## config.mk

```make
export PLATFORM = sky130hd
export DESIGN_NAME = pipe_stage_reg_flat
export DESIGN_NICKNAME = d
export VERILOG_FILES = /design/src/rtl/pipe_stage_reg_pkg.sv /design/src/rtl/pipe_stage_reg_if.sv /design/src/rtl/pipe_stage_reg_sat_counter.sv /design/src/rtl/pipe_stage_reg.sv /design/src/flat_wrapper.sv
export SDC_FILE = /design/constraint.sdc
export NUM_CORES = 1
export LEC_CHECK = 0
export CORE_ASPECT_RATIO = 0.5
export CORE_MARGIN = 4
export CORE_UTILIZATION = 45
export DETAILED_ROUTE_END_ITERATION = 16
export PLACE_DENSITY = 0.8
export SETUP_SLACK_MARGIN = 0.15
export SLEW_MARGIN = 20
export SYNTH_ARGS = -nofsm -noshare
export SYNTH_HDL_FRONTEND = slang
export SYNTH_SLANG_ARGS = --single-unit
```

## constraint.sdc

```tcl
create_clock -name clk -period 2.65 [get_ports clk]
set_clock_uncertainty 0.15 [all_clocks]
set_input_delay 0.795 -clock clk [delete_from_list [all_inputs] [get_ports clk]]
set_output_delay 0.795 -clock clk [all_outputs]
set_load 0.1 [all_outputs]
```

## src/rtl/pipe_stage_reg_pkg.sv

```systemverilog
// ---------------------------------------------------------------------------
// pipe_stage_reg_pkg
//
// Purpose:
//   Shared constants and types for the pipeline inter-stage registers.
//   Holds the stall bus polarity (Stop/NotStop), the stall bus width,
//   the stage index constants along the bus, the NOP payload encodings
//   used at each stage boundary, the per-cycle action encoding and the
//   helper that turns flush/stall inputs into that action.
//
// Contents:
//   STOP / NOT_STOP      stall bus bit values
//   STALL_BUS_W          width of the central stall bus
//   STG_IF .. STG_WB     stage indices on the stall bus
//   NOP_*                NOP payloads per boundary
//   stage_action_e       FLUSH / BUBBLE / ADVANCE / HOLD
//   stage_status_t       registered valid + bubble flags
//   decode_action()      priority decode of flush/up/dn
// ---------------------------------------------------------------------------
package pipe_stage_reg_pkg;

    localparam logic STOP     = 1'b1;
    localparam logic NOT_STOP = 1'b0;

    localparam int STALL_BUS_W = 6;

    localparam int STG_IF  = 0;
    localparam int STG_ID  = 1;
    localparam int STG_EX  = 2;
    localparam int STG_MEM = 3;
    localparam int STG_WB  = 4;

    // All boundaries currently use an all-zero payload as their NOP; they are
    // kept separate so a boundary can switch to a real NOP instruction word.
    localparam logic [31:0] NOP_IF_ID  = 32'h0000_0000;
    localparam logic [31:0] NOP_ID_EX  = 32'h0000_0000;
    localparam logic [31:0] NOP_EX_MEM = 32'h0000_0000;
    localparam logic [31:0] NOP_MEM_WB = 32'h0000_0000;

    typedef enum logic [1:0] {
        ACT_FLUSH   = 2'd0,
        ACT_BUBBLE  = 2'd1,
        ACT_ADVANCE = 2'd2,
        ACT_HOLD    = 2'd3
    } stage_action_e;

    typedef struct packed {
        logic valid;
        logic bubble;
    } stage_status_t;

    // Flush beats everything; a stopped upstream with a running downstream
    // needs a bubble; a running upstream always advances (even if the
    // downstream claims to be stopped, which is a stall controller fault);
    // both stopped means hold.
    function automatic stage_action_e decode_action(input logic flush,
                                                    input logic up,
                                                    input logic dn);
        stage_action_e act;
        act = ACT_HOLD;
        if (flush) begin
            act = ACT_FLUSH;
        end else if (up == STOP && dn == NOT_STOP) begin
            act = ACT_BUBBLE;
        end else if (up == NOT_STOP) begin
            act = ACT_ADVANCE;
        end
        return act;
    endfunction

endpackage

```

## src/rtl/pipe_stage_reg_if.sv

```systemverilog
// ---------------------------------------------------------------------------
// pipe_stage_reg_if
//
// Purpose:
//   Bundles the stall bus, flush and the upstream/downstream payload of one
//   pipeline boundary so the stage register and its driver share a single
//   port.
//
// Signals:
//   stall       STALL_W  central stall bus, 1 = Stop
//   flush       1        discard stage contents
//   in_valid    1        upstream payload valid
//   in_data     W        upstream payload
//   out_valid   1        registered valid
//   out_data    W        registered payload
//   out_bubble  1        registered contents are an inserted bubble
//
// Modports:
//   master      pipeline control / upstream side (drives stall, flush, in_*)
//   slave       the stage register (drives out_*)
// ---------------------------------------------------------------------------
interface pipe_stage_reg_if
    import pipe_stage_reg_pkg::*;
#(
    parameter int W       = 32,
    parameter int STALL_W = STALL_BUS_W
);

    logic [STALL_W-1:0] stall;
    logic               flush;
    logic               in_valid;
    logic [W-1:0]       in_data;
    logic               out_valid;
    logic [W-1:0]       out_data;
    logic               out_bubble;

    modport master (
        output stall,
        output flush,
        output in_valid,
        output in_data,
        input  out_valid,
        input  out_data,
        input  out_bubble
    );

    modport slave (
        input  stall,
        input  flush,
        input  in_valid,
        input  in_data,
        output out_valid,
        output out_data,
        output out_bubble
    );

endinterface

```

## src/rtl/pipe_stage_reg_sat_counter.sv

```systemverilog
// ---------------------------------------------------------------------------
// pipe_sat_counter
//
// Purpose:
//   Saturating up counter used for the stage performance counters. Stops at
//   all-ones instead of wrapping; a synchronous clear wins over an increment
//   in the same cycle.
//
// Ports:
//   clk    in   1      rising-edge clock
//   rst    in   1      asynchronous, active-low reset
//   clr    in   1      synchronous clear
//   inc    in   1      increment request
//   q      out  CNT_W  current count
// ---------------------------------------------------------------------------
module pipe_sat_counter #(
    parameter int CNT_W = 16
) (
    input  logic             clk,
    input  logic             rst,
    input  logic             clr,
    input  logic             inc,
    output logic [CNT_W-1:0] q
);

    localparam logic [CNT_W-1:0] CNT_MAX = {CNT_W{1'b1}};

    logic [CNT_W-1:0] count_q;

    // Clear first, then increment only while below the saturation value.
    always_ff @(posedge clk or negedge rst) begin
        if (!rst) begin
            count_q <= '0;
        end else if (clr) begin
            count_q <= '0;
        end else if (inc && (count_q != CNT_MAX)) begin
            count_q <= count_q + 1'b1;
        end
    end

    assign q = count_q;

endmodule

```

## src/rtl/pipe_stage_reg.sv

```systemverilog
// ---------------------------------------------------------------------------
// pipe_stage_reg
//
// Purpose:
//   Generic inter-stage pipeline register (IF/ID, ID/EX, EX/MEM, MEM/WB).
//   Captures a W-bit payload plus valid bit and reacts to the central stall
//   bus: advance, hold, bubble insertion (with per-bit pass/keep masks) and
//   flush. Keeps saturating counters of hold cycles and inserted bubbles.
//   All outputs are registered; there is no combinational input-to-output
//   path.
//
// Parameters:
//   W          payload width
//   STALL_W    stall bus width
//   STAGE      upstream stage index on the stall bus (downstream = STAGE+1)
//   NOP_VALUE  payload loaded on reset / flush / bubble for unmasked bits
//   PASS_MASK  bits that take in_data on a bubble
//   KEEP_MASK  bits that hold their value on a bubble (PASS wins on overlap)
//   CNT_W      performance counter width
//
// Ports:
//   clk         in   1      rising-edge clock
//   rst         in   1      asynchronous, active-low reset
//   cnt_clr     in   1      synchronous clear of both perf counters
//   bus         slave      stall/flush/in_*/out_* bundle
//   stall_cnt   out  CNT_W  cycles spent holding
//   bubble_cnt  out  CNT_W  bubbles inserted
// ---------------------------------------------------------------------------
module pipe_stage_reg
    import pipe_stage_reg_pkg::*;
#(
    parameter int           W         = 32,
    parameter int           STALL_W   = STALL_BUS_W,
    parameter int           STAGE     = STG_EX,
    parameter logic [W-1:0] NOP_VALUE = '0,
    parameter logic [W-1:0] PASS_MASK = '0,
    parameter logic [W-1:0] KEEP_MASK = '0,
    parameter int           CNT_W     = 16
) (
    input  logic             clk,
    input  logic             rst,
    input  logic             cnt_clr,
    pipe_stage_reg_if.slave  bus,
    output logic [CNT_W-1:0] stall_cnt,
    output logic [CNT_W-1:0] bubble_cnt
);

    generate
        if (W < 1) begin : g_bad_width
            $error("pipe_stage_reg: W must be at least 1");
        end
        if (STAGE < 0 || STAGE + 1 >= STALL_W) begin : g_bad_stage
            $error("pipe_stage_reg: STAGE+1 must index inside the stall bus");
        end
    endgenerate

    // Keep bits only count where PASS does not already claim the bit; the
    // remaining bits fall back to the NOP pattern during a bubble.
    localparam logic [W-1:0] KEEP_ONLY = KEEP_MASK & ~PASS_MASK;
    localparam logic [W-1:0] NOP_BITS  = ~(PASS_MASK | KEEP_MASK);

    logic          up;
    logic          dn;
    stage_action_e action;
    logic [W-1:0]  data_q;
    stage_status_t status_q;
    logic [W-1:0]  bubble_data;

    assign up     = bus.stall[STAGE];
    assign dn     = bus.stall[STAGE+1];
    assign action = decode_action(bus.flush, up, dn);

    assign bubble_data = (bus.in_data & PASS_MASK)
                       | (data_q      & KEEP_ONLY)
                       | (NOP_VALUE   & NOP_BITS);

    // Payload and status register; HOLD simply leaves everything in place.
    always_ff @(posedge clk or negedge rst) begin
        if (!rst) begin
            data_q          <= NOP_VALUE;
            status_q.valid  <= 1'b0;
            status_q.bubble <= 1'b0;
        end else begin
            case (action)
                ACT_FLUSH: begin
                    data_q          <= NOP_VALUE;
                    status_q.valid  <= 1'b0;
                    status_q.bubble <= 1'b0;
                end
                ACT_BUBBLE: begin
                    data_q          <= bubble_data;
                    status_q.valid  <= 1'b0;
                    status_q.bubble <= 1'b1;
                end
                ACT_ADVANCE: begin
                    data_q          <= bus.in_data;
                    status_q.valid  <= bus.in_valid;
                    status_q.bubble <= 1'b0;
                end
                default: begin
                    data_q   <= data_q;
                    status_q <= status_q;
                end
            endcase
        end
    end

    assign bus.out_data   = data_q;
    assign bus.out_valid  = status_q.valid;
    assign bus.out_bubble = status_q.bubble;

    pipe_sat_counter #(
        .CNT_W (CNT_W)
    ) u_stall_cnt (
        .clk (clk),
        .rst (rst),
        .clr (cnt_clr),
        .inc (action == ACT_HOLD),
        .q   (stall_cnt)
    );

    pipe_sat_counter #(
        .CNT_W (CNT_W)
    ) u_bubble_cnt (
        .clk (clk),
        .rst (rst),
        .clr (cnt_clr),
        .inc (action == ACT_BUBBLE),
        .q   (bubble_cnt)
    );

endmodule
```

## src/flat_wrapper.sv

```systemverilog
// flat-port wrapper written by rule: the top's interface ports become plain ports
module pipe_stage_reg_flat import pipe_stage_reg_pkg::*;
#(
    parameter int           W         = 32,
    parameter int           STALL_W   = STALL_BUS_W,
    parameter int           STAGE     = STG_EX,
    parameter logic [W-1:0] NOP_VALUE = '0,
    parameter logic [W-1:0] PASS_MASK = '0,
    parameter logic [W-1:0] KEEP_MASK = '0,
    parameter int           CNT_W     = 16
)
  (clk, rst, cnt_clr, stall_cnt, bubble_cnt, bus_stall, bus_flush, bus_in_valid, bus_in_data, bus_out_valid, bus_out_data, bus_out_bubble);
  pipe_stage_reg_if #(.W(W), .STALL_W(STALL_W)) bus_i ();
  input  logic clk;
  input  logic rst;
  input  logic cnt_clr;
  output logic [CNT_W-1:0] stall_cnt;
  output logic [CNT_W-1:0] bubble_cnt;
  input wire logic [$bits(bus_i.stall)-1:0] bus_stall;
  input wire logic [$bits(bus_i.flush)-1:0] bus_flush;
  input wire logic [$bits(bus_i.in_valid)-1:0] bus_in_valid;
  input wire logic [$bits(bus_i.in_data)-1:0] bus_in_data;
  output wire logic [$bits(bus_i.out_valid)-1:0] bus_out_valid;
  output wire logic [$bits(bus_i.out_data)-1:0] bus_out_data;
  output wire logic [$bits(bus_i.out_bubble)-1:0] bus_out_bubble;
  assign bus_i.stall = bus_stall;
  assign bus_i.flush = bus_flush;
  assign bus_i.in_valid = bus_in_valid;
  assign bus_i.in_data = bus_in_data;
  assign bus_out_valid = bus_i.out_valid;
  assign bus_out_data = bus_i.out_data;
  assign bus_out_bubble = bus_i.out_bubble;
  pipe_stage_reg #(.W(W), .STALL_W(STALL_W), .STAGE(STAGE), .NOP_VALUE(NOP_VALUE), .PASS_MASK(PASS_MASK), .KEEP_MASK(KEEP_MASK), .CNT_W(CNT_W)) u_core (.clk(clk), .rst(rst), .cnt_clr(cnt_clr), .bus(bus_i), .stall_cnt(stall_cnt), .bubble_cnt(bubble_cnt));
endmodule
```

==> flow_summary_export.csv <==
group,metric,value,unit
status,status,"finished, final reports clean",
placement,portBuffers,104,
placement,dp.cells,482,
sta,finalSetupViolations,0,
synthesis,yosys.cell_count.top_type,"dfrtp_1",
route,wl_per_cell,17.3,um
route,drtIter0Drc,237,
die,rows,21,
worst_setup_path,reg2reg_depth,6,
die,initial_core_util,46.6,%
clock_tree,cts-htree-levels,3,
clock_tree,cts_hold_buffers,0,
synthesis,async_reset_ff_share,100,%
global_route,overflow,0,
synthesis,synth_fp_nets,330,
layout,final_cell_area,0.00458,sq mm
route,drt_wl_total,8640,um
die,io_pins,109,
route,drc_errors,0,
synthesis,yosysUniqueCellTypes,38,
layout,finalNetCount,449,
route,first_pass_iters,4,
route,ant_nets,0,
die,die_area,0.00842,sq mm
sta,finalCritPeriodShare,91.9,%
worst_setup_path,worstPathMaxFanout,6,
synthesis,synth_commonest_cells,"66 x dfrtp_1, 33 x a22o_1, 21 x a21oi_1, 15 x nor2_1",
synthesis,ys_top_cells_by_area,"dfrtp_1 53%, a22o_1 9.3%, mux2_2 4.0%, a21oi_1 3.4%, o31ai_1 2.6%",
clock_tree,cts_sinks,66,
global_route,grt_pass1_wl,13800,um
layout,fin_cells,500,
sta,whs,0.335,ns
placement,dp_hpwl,5930,um
worst_setup_path,criticalPathCategory,"input pin to register",
synthesis,netlist_area,0.00312,sq mm
sta,fmax,411,MHz
pwr,powerDensity,572,mW/mm^2
synthesis,synth_fa_ha_area_share,0.801,%
layout,nFillCells,501,
placement,place_area,0.00422,sq mm
global_route,grt_pass1_vias,2706,
synthesis,synth_area_per_cell,11.0,sq um
synthesis,ys_warn_count,0,
synthesis,synthCells,285,
sta,slew_viol_final,0,
synthesis,ys_seq_area_share,52.9,%
sta,grt_setup_unrepaired,"false",
pwr,p_leak,2.08,nW
pwr,ir_drop,0.327,mV
global_route,antenna_found_initial,0,
die,coreArea,0.00670,sq mm
placement,gp_congestion,0.821,
synthesis,synth_top_family_by_area,"simple AND/OR/NAND/NOR gates",
synthesis,synth_top_area_share,52.9,%
clock_tree,path_clk_slew,0.05,ns
sta,fin_crit,2.44,ns
synthesis,post_synth_mux_area_share,4.29,%
pwr,p_total,0.00262,W
synthesis,ys_seq_elements,66,
layout,drive_gt1_share,34.1,%
clock_tree,cts_buffers,9,
clock_tree,root_buffer,"clkbuf_16",
sta,worst_slew_pin_slew,0.801,ns
worst_setup_path,arrival,2.54,ns
global_route,grt.total_usage,20.4,%
sta,relSlewSlack,46.1,%
route,num_vias,2819,
placement,pre_cts_ws,-0.230,ns
synthesis,synthSimpleGateAreaFrac,20.5,%
worst_setup_path,cp-start-kind,"input pin",
synthesis,synth_edf_count,0,
synthesis,synth_top_area_cell,"dfrtp_1",
worst_setup_path,required,2.75,ns
clock_tree,insertion_delay,0.32,ns
worst_setup_path,rrSetupSlack,0.51,ns
clock_tree,cts_tree,"built",
layout,antenna_cells,0,
die,dieHeight,66.9,um
die,fp.dieW,126,um
global_route,grt_start_max_net_pins,67,
sta,final-hold-violation-count,0,
layout,area_growth,46.6,%
clock_tree,clock_tree.buffer_depth,2,
synthesis,synth_ff_type,"dfrtp_1",
sta,layout_setup_ws,0.215,ns
worst_setup_path,r2r_end,"u_core.u_bubble_cnt.q[12]",
min_path,hold_path.class,"input pin to async pin",
route,viasPerCell,5.64,
synthesis,synth-compound-area-share,18.8,%
worst_setup_path,r2r-start,"u_core.u_bubble_cnt.q[0]",
flow_run,max_cap_viol_count,0,
worst_setup_path,cp-end-kind,"register",
synthesis,synth_xor_area_share,0,%
critical path, cell delays in order:
cell	delay [ns]
clkdlybuf4s50_1	0.48
buf_4	0.14
and3b_2	0.22
nand4_1	0.15
buf_4	0.19
or4_1	0.42
a21oi_2	0.14
final cells by class:
type	instances	area (sq um)	area share [%]
Inverter	5	18.8	0.410
Clock inverter	6	67.6	1.48
Clock buffer	9	225	4.92
Multi-Input combinational cell	197	1430	31.2
Timing Repair Buffer	125	1060	23.1
Sequential cell	66	1670	36.4
Tap cell	92	115	2.51
sequential cells by signal, summed over array words and instances (netlist names):
signal and flops:
u_core.bus.out_valid 1, u_core.u_bubble_cnt.q 16, u_core.bus.out_data 32, u_core.u_stall_cnt.q 16, u_core.bus.out_bubble 1
logic make-up (layout without fill, tap and decap cells):
family | count (synthesis) | in the layout
adders and majority gates | 2 | 2
DFF | 66 | 66
AOI/OAI and AO/OA | 80 | 80
buffers and inverters | 22 | 145
muxes | 12 | 12
and+or+nand+nor | 103 | 103
layout by cell type (no fill, tap or decap), types with 5 or more instances in the layout:
| cell type | n |
|---|---|
| a22o_1 | 33 |
| dfrtp_1 | 54 |
| o31ai_1 | 11 |
| inv_1 | 5 |
| or4_1 | 8 |
| a21oi_1 | 20 |
| nand4_1 | 9 |
| nand3_1 | 8 |
| nor2b_1 | 10 |
| and4_1 | 6 |
| or3_1 | 8 |
| clkbuf_16 | 9 |
| nor2_1 | 14 |
| o21ai_0 | 5 |
| clkdlybuf4s50_1 | 35 |
| mux2_2 | 11 |
| nand2_1 | 11 |
| buf_4 | 84 |
| dfrtp_2 | 12 |
| a211oi_1 | 5 |
| nand2b_1 | 6 |
metrics by stage:
step	util [%]	setup TNS, ns
3_3_place_gp	63.0	-1.56
4_1_cts	67.7	0
5_1_grt	68.3	0
2_1_floorplan	-	0
3_5_place_dp	63.0	-2.21
6_report	68.3	0
layer usage:
metal | up-vias | part of all wire [%] | GRT usage (%)
met1 | 1409 | 43 | 25.4
li1 | 1325 | - | -
met2 | 79 | 52 | 36.7
met4 | 0 | 0.66 | 4.68
met5 | - | 0 | 0
met3 | 6 | 4.4 | 4.48
worst max-delay path by stage:
stage | slack (ns) | cells past startpoint | end | from
after global placement | -0.19 | 6 | u_core.u_stall_cnt.q[15] | bus_stall[2]
after global routing | 0.15 | 7 | u_core.u_stall_cnt.q[8] | bus_stall[2]
final | 0.21 | 7 | u_core.u_stall_cnt.q[8] | bus_stall[2]
after detailed placement | -0.23 | 6 | u_core.u_stall_cnt.q[15] | bus_stall[2]
after floorplan | 0.16 | 4 | u_core.u_bubble_cnt.q[13] | u_core.u_bubble_cnt.q[3]
after CTS | 0.15 | 6 | u_core.u_stall_cnt.q[15] | bus_stall[2]
report_power, final:
part	leakage, nW	internal, W	switching (W)
logic	1.06	0.000120	0.000285
clock network	0.138	0.000725	0.000437
registers	0.882	0.00103	0.0000184
total	2.08	0.00188	0.000740
repair_timing:
action,4_1_cts,5_1_grt
pin swaps,2,3
gates resized for setup,4,8
setup endpoints to repair,9,13
setup buffers,2,1
Power figures use the tool's default switching activity.
